**src/rtl/sobel_window_pkg.sv**
```systemverilog
// Shared constants and types for the sobel_window edge detector.
package sobel_window_pkg;

  localparam int PIX_W_DEF = 8;
  localparam int ROW_DEF   = 125;
  localparam int GRAD_W    = 11;
  localparam int COL_W     = 15;

  typedef enum logic [1:0] {
    STEP_TOP  = 2'd0,
    STEP_MID  = 2'd1,
    STEP_BOT  = 2'd2,
    STEP_NONE = 2'd3
  } step_e;

  // Absolute value of a gradient; |-1020| still fits the unsigned range.
  function automatic logic [GRAD_W-1:0] abs_grad(input logic signed [GRAD_W-1:0] g);
    return g[GRAD_W-1] ? GRAD_W'(-g) : GRAD_W'(g);
  endfunction

endpackage

```
**src/rtl/sobel_window_gradient.sv**
```systemverilog
// Combinational Sobel kernels over a 3x3 window; win[row][col], col 0 oldest.
module sobel_gradient
  import sobel_window_pkg::*;
#(
  parameter int PIX_W = PIX_W_DEF
) (
  input  logic [2:0][2:0][PIX_W-1:0] win,
  output logic signed [GRAD_W-1:0]   gx,
  output logic signed [GRAD_W-1:0]   gy
);

  logic signed [GRAD_W-1:0] p [3][3];

  always_comb begin
    for (int r = 0; r < 3; r++) begin
      for (int c = 0; c < 3; c++) begin
        p[r][c] = signed'(GRAD_W'(win[r][c]));
      end
    end
    gx = (p[0][2] + (p[1][2] <<< 1) + p[2][2]) - (p[0][0] + (p[1][0] <<< 1) + p[2][0]);
    gy = (p[2][0] + (p[2][1] <<< 1) + p[2][2]) - (p[0][0] + (p[0][1] <<< 1) + p[0][2]);
  end

endmodule

```
**src/rtl/sobel_window.sv**
```systemverilog
// Column-assembling 3x3 Sobel edge detector with a two-stage gradient/threshold pipeline.
// Optional macro SOBEL_MAG_OUT_EN exposes the registered magnitude on mag_out.
module sobel_window
  import sobel_window_pkg::*;
#(
  parameter int ROW    = ROW_DEF,
  parameter int PIX_W  = PIX_W_DEF,
  parameter int THRESH = 100
) (
  input  logic              clk,
  input  logic              reset,
  input  logic              LOCKED,
  input  logic              sof,
  input  logic              pixel_valid,
  input  logic [1:0]        step_in,
  input  logic [PIX_W-1:0]  pixel_in,
  output logic              edge_valid,
  output logic [PIX_W-1:0]  edge_out,
  output logic [COL_W-1:0]  col_out
`ifdef SOBEL_MAG_OUT_EN
  ,
  output logic [GRAD_W-1:0] mag_out
`endif
);

  localparam int POS_W = (ROW > 1) ? $clog2(ROW) : 1;
  localparam logic [POS_W-1:0]  POS_LAST = POS_W'(ROW - 1);
  localparam logic [GRAD_W-1:0] THR      = GRAD_W'(THRESH);

  logic [2:0][2:0][PIX_W-1:0] win_q;
  logic [PIX_W-1:0]           top_q, mid_q;
  logic                       have_top_q, have_mid_q;
  logic [COL_W-1:0]           col_cnt_q, win_col_q, g_col_q;
  logic [POS_W-1:0]           pos_q;
  logic [1:0]                 fill_q;
  logic                       win_new_q, g_valid_q;
  logic signed [GRAD_W-1:0]   gx, gy, gx_q, gy_q;
  logic [GRAD_W-1:0]          mag;
  step_e                      step;

  // A start-of-frame makes the same-cycle sample the first of the new frame,
  // so the frame state is viewed as already cleared before the sample acts.
  logic             sof_acc;
  logic             b_top, b_mid;
  logic [COL_W-1:0] b_col;
  logic [POS_W-1:0] b_pos;
  logic [1:0]       b_fill;

  assign sof_acc = LOCKED & sof;
  assign b_top   = sof_acc ? 1'b0 : have_top_q;
  assign b_mid   = sof_acc ? 1'b0 : have_mid_q;
  assign b_col   = sof_acc ? '0 : col_cnt_q;
  assign b_pos   = sof_acc ? '0 : pos_q;
  assign b_fill  = sof_acc ? '0 : fill_q;
  assign step    = step_e'(step_in);
  assign mag     = abs_grad(gx_q) + abs_grad(gy_q);

  sobel_gradient #(.PIX_W(PIX_W)) u_gradient (
    .win (win_q),
    .gx  (gx),
    .gy  (gy)
  );

`ifdef SOBEL_MAG_OUT_EN
  logic [GRAD_W-1:0] mag_q;
  assign mag_out = mag_q;
`endif

  // NOTE: the window is a small register array, not a RAM, so it takes the async reset like any other state.
  always_ff @(posedge clk or negedge reset) begin
    if (!reset) begin
      win_q      <= '0;
      top_q      <= '0;
      mid_q      <= '0;
      have_top_q <= 1'b0;
      have_mid_q <= 1'b0;
      col_cnt_q  <= '0;
      pos_q      <= '0;
      fill_q     <= '0;
      win_new_q  <= 1'b0;
      win_col_q  <= '0;
      g_valid_q  <= 1'b0;
      gx_q       <= '0;
      gy_q       <= '0;
      g_col_q    <= '0;
      edge_valid <= 1'b0;
      edge_out   <= '0;
      col_out    <= '0;
`ifdef SOBEL_MAG_OUT_EN
      mag_q      <= '0;
`endif
    end else if (LOCKED) begin
      have_top_q <= b_top;
      have_mid_q <= b_mid;
      col_cnt_q  <= b_col;
      pos_q      <= b_pos;
      fill_q     <= b_fill;
      win_new_q  <= 1'b0;
      if (pixel_valid) begin
        case (step)
          STEP_TOP: begin
            top_q      <= pixel_in;
            have_top_q <= 1'b1;
            have_mid_q <= 1'b0;
          end
          STEP_MID: if (b_top) begin
            mid_q      <= pixel_in;
            have_mid_q <= 1'b1;
          end
          STEP_BOT: if (b_top && b_mid) begin
            for (int r = 0; r < 3; r++) begin
              win_q[r][0] <= win_q[r][1];
              win_q[r][1] <= win_q[r][2];
            end
            win_q[0][2] <= top_q;
            win_q[1][2] <= mid_q;
            win_q[2][2] <= pixel_in;
            have_top_q  <= 1'b0;
            have_mid_q  <= 1'b0;
            col_cnt_q   <= b_col + COL_W'(1);
            pos_q       <= (b_pos == POS_LAST) ? '0 : b_pos + POS_W'(1);
            fill_q      <= (b_fill == 2'd3) ? b_fill : b_fill + 2'd1;
            // Only windows of three columns from the same row are reported.
            win_new_q   <= (b_fill >= 2'd2) && (b_pos >= POS_W'(2));
            win_col_q   <= b_col - COL_W'(1);
          end
          default: ;
        endcase
      end
      g_valid_q <= win_new_q;
      if (win_new_q) begin
        gx_q    <= gx;
        gy_q    <= gy;
        g_col_q <= win_col_q;
      end
      edge_valid <= g_valid_q;
      if (g_valid_q) begin
        edge_out <= (mag > THR) ? '1 : '0;
        col_out  <= g_col_q;
`ifdef SOBEL_MAG_OUT_EN
        mag_q    <= mag;
`endif
      end
    end else begin
      // The strobe already shown this cycle must not repeat while frozen.
      edge_valid <= 1'b0;
    end
  end

endmodule

```
**config.mk**
```make
export PLATFORM = sky130hd
export DESIGN_NAME = sobel_window
export DESIGN_NICKNAME = d
export VERILOG_FILES = /design/src/rtl/sobel_window_pkg.sv /design/src/rtl/sobel_window_gradient.sv /design/src/rtl/sobel_window.sv
export SDC_FILE = /design/constraint.sdc
export NUM_CORES = 1
export LEC_CHECK = 0
export BUFFER_PORTS_ARGS = -buffer_cell sky130_fd_sc_hd__buf_2
export CAP_MARGIN = 40
export CELL_PAD_IN_SITES_DETAIL_PLACEMENT = 1
export CELL_PAD_IN_SITES_GLOBAL_PLACEMENT = 2
export CORE_MARGIN = 2
export CORE_UTILIZATION = 41
export DETAILED_ROUTE_END_ITERATION = 10
export PLACE_DENSITY = 0.77
export SYNTH_ARGS = -nofsm -noshare
export SYNTH_HDL_FRONTEND = slang
export SYNTH_SLANG_ARGS = --single-unit
```
**constraint.sdc**
```tcl
create_clock -name clk -period 5.1 [get_ports clk]
set_clock_uncertainty 0.1 [all_clocks]
set_input_delay 0.51 -clock clk [delete_from_list [all_inputs] [get_ports clk]]
set_output_delay 0.51 -clock clk [all_outputs]
set_load 0.05 [all_outputs]
```
==> impl_results.md <==
- Area Overhead vs Synth: 9.88%
- Run status: complete, but fails checks
- Share of the synthesized area in the top cell type: 41.7%
- Leak: 6.12 nW
- I/O Pins: 39
- XOR/XNOR Fraction of Synth Area: 5.83%
- Top FF cell, synth: dfrtp_1
- Post-layout min period: 4390 ps
- Starting density of the core: 41.5%
- DRT iter0 DRCs: 279
- Tightest Hold Check Type: input port to asynchronous set/reset pin
- Initial antenna violation count: 0
- DP HPWL: 18200 um
- Synth Instances: about 1200
- Vert. Die Dim: 169 um
- GRT overflow: 0
- IO Port Bufs: 38
- Final Max Slew Viols: 0
- Max-cap violation count: 0
- First-pass DRT Iterations: 4
- Die width: 169 um
- Crit-path cells: ha_1, fa_1, a21oi_1, nor2_1, nor2_1, o21bai_1, a21oi_1, xor2_1, fa_1, inv_1, fa_1, inv_1, ha_1, o21a_1, nor2_1, nor2b_1, nand2b_1, o221ai_1, xnor2_1, o21ai_0
- Clk pin slew, worst setup/hold paths: 80 ps
- Fin Setup TNS: 0 ps
- Rel. slew slack: 41.0%
- Final Setup Violations: 0
- Met3 Wirelength: 367 um
- Met1 WL: about 13000 um
- Post-Synth Adder-Cell Area: 15.1%
- Largest area contributor in the netlist: dfrtp_1
- Post-synthesis mux area share: just under 5%
- Count of cell types in the netlist: 59
- Number of synthesized register bits: 185
- Met2 wire len: 10800 um
- CP max FO: 3
- All-layer global routing usage: 18.0%
- CTS Buf Count: 17
- # clock sinks: 185
- Main combinational cell family by area after synthesis: adder cells
- Final nets: 1309
- Max incr delay on CP: 510 ps
- Vias: 7803
- Reg2Reg Setup Slack: 710 ps
- Hold_buf cts: 0
- Rows: 60
- Critical path's slowest cell: fa_1
- Post-synthesis compound-gate area fraction: 11.6%
- Post-CTS resize count: 0
- Max clock buf depth: 2
- Crit. End Element: flop
- DR DRC count: 0
- RSZ-0062 raised after global routing: false
- Mapped Area: 11100 um^2
- Number of synthesized flops with an enable pin: 0
- Placeable core area: between 20000 and 30000 um^2
- Placed Area: 11600 um^2
- H-tree Lvls: 4
- GPL Wtd Cong: roughly 0.75
- CTS tree: yes
- Worst Path Required: approximately 5300 ps
- Crit path launch type: flop
- Simple-gate share of the synthesized area: 14.5%
- Failing checks: negative hold slack
- Pwr Density: 302 nW/um^2
- First-pass GRT wire length: 41400 um
- Post-layout instance area: 12200 um^2
- Tcrit/Tclk final: 86.1%
- Worst hold slack: -8.30 ps
- Routed length per placed instance: 15.7 um
- Fmax: 228 MHz
- CP Class: flop to flop
- # diodes: 0
- Syn_nets: 1296
- Largest net degree at the start of global routing: between 100 and 150
- Vias/cell: about 5.1
- Die area: 28400 um^2
- Seq/Total Area, Yosys: 41.7%
- Total routed wirelength: around 24000 um
- Setup Buffers After CTS: 0
- Max layer used: met4
- Post-route ant nets: 0
- Worst R2R Path Depth: 20
- Clock Latency Late Sink: 450 ps
- Synth warn: 0
- Layout cell share with drive strength beyond 1: 11.7%
- Slew of the pin with the lowest slew margin: 863 ps
- Syn Area/Cell: 9.48 um^2
- Root Buffer Master: clkbuf_16
- Number of global-route vias before repair: 8000
- VDD IR max: 0.189 mV
- Async S/R FF share, synth: 100%
- Final hold violations: 3
- Largest cells by area after synthesis: dfrtp_1 (42%), fa_1 (7.6%), ha_1 (7.5%), nand2_1 (7.2%), mux2_2 (4.9%)
- Crit path DAT: 4570 ps
[Yosys cell counts, types with 7 or more instances]
cell,n
nor3_1,13
dfrtp_1,185
fa_1,42
a21o_1,14
nand2b_1,10
ha_1,67
o21ai_0,99
mux2_2,48
o21bai_1,9
o31ai_1,9
xnor2_1,37
or3_1,10
a21oi_1,45
inv_1,126
nand2_1,212
buf_4,7
xor2_1,37
nand3_1,8
clkbuf_1,37
nor2b_1,9
o21a_1,8
nor2_1,52
[per-stage QoR]
stage          utilization (%)  setup WS, ps  hold slack [ps]  power, mW  std cells
2_1_floorplan                -          1100              114       2.18       1172
3_3_place_gp              43.2           816              347       2.35       1506
3_5_place_dp              43.3           707              356       2.37       1507
4_1_cts                   45.6           682             16.8       3.76       1539
5_1_grt                   45.6           366             34.9       3.91       1539
6_report                  45.6           708            -8.30       3.69       1539
[placed cells by master (no fill, tap or decap), types with 5 or more instances in the layout]
master / n
a211oi_1: 5
a21o_1: 14
a21oi_1: 45
a31oi_1: 5
and3_1: 6
buf_2: 37
clkbuf_16: 17
dfrtp_1: 185
fa_1: 42
ha_1: 67
inv_1: 126
inv_6: 5
mux2_2: 48
nand2_1: 211
nand2b_1: 10
nand3_1: 8
nand4_1: 5
nor2_1: 51
nor2b_1: 9
nor3_1: 13
nor3b_1: 6
nor4_1: 6
o21a_1: 8
o21ai_0: 99
o21bai_1: 9
o22ai_1: 5
o31ai_1: 9
or3_1: 10
xnor2_1: 37
xor2_1: 37
[flip-flops by register name (all words and copies together), names as in the netlist]
name	count
col_cnt_q	15
col_out	15
edge_out	1
edge_valid	1
fill_q	2
g_col_q	15
g_valid_q	1
gx_q	11
gy_q	11
have_mid_q	1
have_top_q	1
mid_q	8
pos_q	7
top_q	8
win_col_q	15
win_new_q	1
win_q	72
[power breakdown]
part	switching (mW)	leakage, nW	internal [mW]	total [mW]
clock	0.679	0.296	0.679	1.36
sequential	0.0504	2.42	1.52	1.57
combinational	0.458	3.40	0.298	0.756
[logic make-up after synthesis]
family          count (synthesis)
compound gates                220
xor+xnor                       74
fa+ha+maj                     109
buf+inv                       176
flops                         185
mux                            49
simple gates                  359
[metal layers]
| layer | vias up | GRT usage [%] |
|---|---|---|
| met4 | 0 | 3.60 |
| met1 | 3848 | 27.2 |
| li1 | 3893 | - |
| met2 | 51 | 27.8 |
| met3 | 11 | 2.69 |
| met5 | - | 0 |
[critical path: cells and delay by family, from the launching register on]
family	cells	cell delay, ps
compound gates	6	800
flops	1	410
simple gates	5	550
fa+ha+maj	5	1960
xor+xnor	2	300
buf+inv	2	90
[path summary, 6_finish.rpt]
kind	startpoint	end
min in group clk	pixel_in[0]	win_q[64]
worst max-delay path	win_q[1]	gx_q[10]
max in group asynchronous	reset	win_q[61]
worst max register to register	win_q[1]	gx_q[10]
worst min-delay path	reset	pos_q[6]
worst min register to register	mid_q[6]	win_q[46]
[area by class of cell]
cell class	count	area (um^2)
multi-input combinational	811	5800
sequential	185	4630
clock buffer	18	439
clock inverter	14	168
inverter	126	473
fill	3084	14600
tap	341	427
timing repair buffer	44	277
(Power assumes the default switching activity.)
